## src/rtl/reg_store_ctrl.sv

```systemverilog
// Store sequencer: captures A/B and a base address, then writes A to base and B to base+1.
// Optional ready-wait abort is built when STORE_TIMEOUT_EN is defined.
module reg_store_ctrl #(
    parameter int DATA_W   = 16,
    parameter int ADDR_W   = 8,
    parameter int MAX_WAIT = 15
) (
    input  logic              clk,
    input  logic              reset,
    input  logic              start,
    input  logic              store_a,
    input  logic              store_b,
    input  logic [ADDR_W-1:0] base_addr,
    input  logic [DATA_W-1:0] A,
    input  logic [DATA_W-1:0] B,
    input  logic              datamem_ready,
    output logic              datamem_we,
    output logic [ADDR_W-1:0] datamem_addr,
    output logic [DATA_W-1:0] datamem_in,
    output logic              busy,
    output logic              done,
    output logic              err
);

    typedef enum logic [1:0] {
        IDLE = 2'd0,
        WR_A = 2'd1,
        WR_B = 2'd2,
        DONE = 2'd3
    } state_t;

    state_t            state_q;
    logic [DATA_W-1:0] b_q;
    logic [ADDR_W-1:0] base_q;
    logic              sb_q;
    logic              abort_s;

    if (MAX_WAIT < 1) begin : g_max_wait_chk
        $error("MAX_WAIT must be at least 1");
    end

`ifdef STORE_TIMEOUT_EN
    localparam int WAIT_W = $clog2(MAX_WAIT + 1);

    logic [WAIT_W-1:0] wait_q;
    logic              in_wr_s;

    assign in_wr_s = (state_q == WR_A) || (state_q == WR_B);
    // A handshake on the abort edge still wins over the abort.
    assign abort_s = in_wr_s && !datamem_ready && (wait_q == WAIT_W'(MAX_WAIT));

    // Wait counter: counts stalled cycles in a write state, cleared everywhere else.
    always_ff @(posedge clk or posedge reset) begin
        if (reset) begin
            wait_q <= '0;
        end else if (in_wr_s && !datamem_ready && !abort_s) begin
            wait_q <= wait_q + WAIT_W'(1);
        end else begin
            wait_q <= '0;
        end
    end

    // Error pulse, coincident with the done pulse of an aborted command.
    always_ff @(posedge clk or posedge reset) begin
        if (reset) begin
            err <= 1'b0;
        end else begin
            err <= abort_s;
        end
    end
`else
    assign abort_s = 1'b0;
    assign err     = 1'b0;
`endif

    // Command FSM with registered memory-port and status outputs.
    always_ff @(posedge clk or posedge reset) begin
        if (reset) begin
            state_q      <= IDLE;
            datamem_we   <= 1'b0;
            datamem_addr <= '0;
            datamem_in   <= '0;
            busy         <= 1'b0;
            done         <= 1'b0;
            b_q          <= '0;
            base_q       <= '0;
            sb_q         <= 1'b0;
        end else begin
            case (state_q)
                IDLE: begin
                    done <= 1'b0;
                    if (start) begin
                        b_q    <= B;
                        base_q <= base_addr;
                        sb_q   <= store_b;
                        busy   <= 1'b1;
                        if (store_a) begin
                            state_q      <= WR_A;
                            datamem_we   <= 1'b1;
                            datamem_addr <= base_addr;
                            datamem_in   <= A;
                        end else if (store_b) begin
                            state_q      <= WR_B;
                            datamem_we   <= 1'b1;
                            datamem_addr <= base_addr + ADDR_W'(1);
                            datamem_in   <= B;
                        end else begin
                            state_q <= DONE;
                            done    <= 1'b1;
                        end
                    end
                end
                WR_A: begin
                    if (datamem_ready) begin
                        if (sb_q) begin
                            state_q      <= WR_B;
                            datamem_addr <= base_q + ADDR_W'(1);
                            datamem_in   <= b_q;
                        end else begin
                            state_q    <= DONE;
                            datamem_we <= 1'b0;
                            done       <= 1'b1;
                        end
                    end else if (abort_s) begin
                        state_q    <= DONE;
                        datamem_we <= 1'b0;
                        done       <= 1'b1;
                    end
                end
                WR_B: begin
                    if (datamem_ready || abort_s) begin
                        state_q    <= DONE;
                        datamem_we <= 1'b0;
                        done       <= 1'b1;
                    end
                end
                DONE: begin
                    state_q <= IDLE;
                    done    <= 1'b0;
                    busy    <= 1'b0;
                end
                default: begin
                    state_q    <= IDLE;
                    datamem_we <= 1'b0;
                    busy       <= 1'b0;
                    done       <= 1'b0;
                end
            endcase
        end
    end

endmodule

```

## config.mk

```make
export PLATFORM = sky130hd
export DESIGN_NAME = reg_store_ctrl
export DESIGN_NICKNAME = d
export VERILOG_FILES = /design/src/rtl/reg_store_ctrl.sv
export SDC_FILE = /design/constraint.sdc
export NUM_CORES = 1
export LEC_CHECK = 0
export BUFFER_PORTS_ARGS = -buffer_cell sky130_fd_sc_hd__buf_2
export CORE_MARGIN = 3
export CORE_UTILIZATION = 55
export CTS_CLUSTER_SIZE = 14
export DETAILED_ROUTE_END_ITERATION = 8
export PLACE_DENSITY = 0.9
export SETUP_SLACK_MARGIN = 0.05
export SKIP_CTS_REPAIR_TIMING = 1
export SLEW_MARGIN = 25
export SYNTH_ARGS = -nofsm -noshare
export SYNTH_HDL_FRONTEND = slang
export SYNTH_SLANG_ARGS = --single-unit
```

## constraint.sdc

```tcl
create_clock -name clk -period 2.46 [get_ports clk]
set_input_delay 0.492 -clock clk [delete_from_list [all_inputs] [get_ports clk]]
set_output_delay 0.492 -clock clk [all_outputs]
set_load 0.02 [all_outputs]
```

==> flow_metrics.env <==
export IMPL_intPower_mw=2.47
export IMPL_cp_max_fo=19
export IMPL_avgSynthCellArea_sq_um=10.2
export IMPL_cts_sinks=54
export IMPL_rsz0062_at_grt="no"
export IMPL_yosysTopAreaCellShare_pct=47.5
export IMPL_wl_um=6250
export IMPL_grt_pass1_vias=2261
export IMPL_cts_tree="yes"
export IMPL_fin_nets=402
export IMPL_hold_violations=0
export IMPL_ys_flop_type="dfrtp_1"
export IMPL_cts_made_buffers=5
export IMPL_clock_power_share_pct=12.6
export IMPL_crit_path_end_kind="flop"
export IMPL_clk_pin_slew_ps=100
export IMPL_drtIter0Drc=149
export IMPL_min_period_ps=1820
export IMPL_h_tree_depth=2
export IMPL_yosys_warnings=0
export IMPL_cpPeakStageDelay_ps=420
export IMPL_p_sw_mw=1.81
export IMPL_max_freq_mhz=548
export IMPL_die_h_um=77.9
export IMPL_post_route_util_pct=69.6
export IMPL_drc=0
export IMPL_p_sw_share_pct=42.2
export IMPL_antenna_found_initial=0
export IMPL_gr_total_overflow=0
export IMPL_synth_most_common_cell="dfrtp_1"
export IMPL_grt_util_all_layers_pct=21.6
export IMPL_maxSlewViolCount=0
export IMPL_syn_nets=332
export IMPL_cap_violations=0
export IMPL_synth_largest_area_cell="dfrtp_1"
export IMPL_power_frac_seq_pct=38.2
export IMPL_grt_pass1_wl_um=10500
export IMPL_status="completed"
export IMPL_ios=74
export IMPL_die_area_sq_mm=0.00607
export IMPL_synth_distinct_cells=41
export IMPL_postRouteAntennaNets=0
export IMPL_initial_utilization_pct=58.7
export IMPL_fin_crit_sh_pct=74.1
export IMPL_synth_edf_count=0
export IMPL_vias=2259
export IMPL_finalSetupViolCount=0
export IMPL_die_w_um=77.9
export IMPL_async_flop_share_pct=100
export IMPL_rows=25
export IMPL_max_vdd_ir_drop_v=0.000710
export IMPL_cp_slowest_cell="dfrtp_1"
export IMPL_area_delta_synth_final_pct=18.7
export IMPL_p_leak_nw=1.63
export IMPL_yosysSeqAreaShare_pct=47.5
export IMPL_cp_arrival_ps=2030
export IMPL_worstPathCellList="inv_1 -> ha_2 -> buf_4 -> nor2_1 -> o22ai_1 -> mux2_2"
export IMPL_combPwrFrac_pct=49.2
export IMPL_worstHoldPathType="in -> async"
export IMPL_wl_per_cell_um=15.0
export IMPL_place_congestion=0.873
export IMPL_netlist_area_sq_mm=0.00284
export IMPL_setup_tns_final_ps=0
export IMPL_crit_type="reg -> reg"
export IMPL_pwr_density_cell_mw_per_mm2=1270
export IMPL_synthTopCellsByCount="54 x dfrtp_1, 29 x nand2_1, 27 x mux2_2"
export IMPL_vias_per_cell=5.42
export IMPL_hpwl_um=4760
export IMPL_portBuffers=72
export IMPL_skew_ps=4.70
export IMPL_core_sq_mm=0.00485
export IMPL_drive_gt1_share_pct=34.3
export IMPL_netlist_instances=279
export IMPL_worstSkewPairLatency_ps=310
export IMPL_drt_pass1_iter_count=4
export IMPL_synth_area_top_cells="dfrtp_1 48%, mux2_2 11%, mux2i_1 7.0%, o21ai_0 3.9%, nand2_1 3.8%"
export IMPL_start_kind="flop"
export IMPL_diodes=0
export IMPL_ys_ff_latch=54
export IMPL_clock_path_buffers=2
export IMPL_critical_path_required_ps=2660
export IMPL_grt_max_degree=49
export IMPL_cts_root_buf="clkbuf_8"
-- metal layers --
layer	vias up	wire length [um]	track usage, %
li1	1116	-	-
met1	1057	2680	28.3
met5	-	0	0
met3	8	386	4.99
met2	78	3120	35.9
met4	0	63	6.12
-- sequential cells by signal, indices dropped and copies added (netlist names) --
name / count
b_q: 16
base_q: 8
busy: 1
datamem_addr: 8
datamem_in: 16
datamem_we: 1
done: 1
sb_q: 1
state_q: 2
-- layout by cell type (no fill, tap or decap), types with 4 or more instances in the layout --
| master | n |
|---|---|
| nor2_1 | 19 |
| a21oi_1 | 19 |
| buf_4 | 7 |
| clkbuf_8 | 6 |
| nand4b_1 | 4 |
| dfrtp_1 | 54 |
| ha_1 | 6 |
| o21ai_1 | 5 |
| o21ai_0 | 22 |
| buf_2 | 72 |
| xnor2_1 | 6 |
| mux2i_1 | 20 |
| inv_1 | 8 |
| nand2_1 | 29 |
| nor3_1 | 6 |
| nand3_1 | 6 |
| mux2_2 | 27 |
-- critical path: cells and delay by family (launching register included) --
kind            cells  cell delay (ps)
compound gates      1              230
fa+ha+maj           1              240
buf+inv             2              370
flops               1              420
mux                 1              370
simple gates        1               80
-- final timing paths --
check,depth (start not counted),slack [ps],end,from
worst max-delay path,6,640,state_q[1],state_q[1]
worst min-delay path,2,170,b_q[6],reset
worst max register to register,6,640,state_q[1],state_q[1]
worst min register to register,2,480,datamem_addr[5],datamem_addr[5]
max in group asynchronous,3,1700,base_q[2],reset
min in group clk,2,420,b_q[12],B[12]
-- area by class of cell --
type / instances / area [sq um]
fill: 377 / 1470
multi-input combinational: 199 / 1370
inverter: 9 / 33.8
tap: 67 / 83.8
clock buffer: 6 / 82.6
sequential: 54 / 1350
clock inverter: 2 / 17.5
timing repair buffer: 80 / 433
-- power groups by stage --
stage	logic [mW]	registers (mW)	clock network, mW
after floorplan	1.30	1.85	0
after global placement	2.01	1.63	0
after detailed placement	2.11	1.65	0
after CTS	2.11	1.64	0.541
after global routing	2.33	1.70	0.578
final	2.11	1.64	0.538
-- stage by stage --
stage	cell area [sq um]	hold WS (ps)	power [mW]	setup WS, ps	instances
4_1_cts	3380	177	4.29	651	417
3_3_place_gp	3280	461	3.64	700	409
6_report	3380	168	4.28	636	417
5_1_grt	3380	188	4.61	573	417
3_5_place_dp	3280	461	3.76	669	409
2_1_floorplan	2840	480	3.15	653	279
-- cell families (layout without fill, tap and decap cells) --
family / Yosys count / count (layout) / synth area share, %
xor+xnor: 7 / 7 / 2.16
fa+ha+maj: 7 / 7 / 3.08
buf+inv: 26 / 97 / 4.27
compound gates: 61 / 61 / 12.3
flops: 54 / 54 / 47.5
simple gates: 76 / 76 / 12.8
mux: 47 / 47 / 17.7
other cells: 1 / 1 / 0.132
Power figures use the tool's default switching activity.
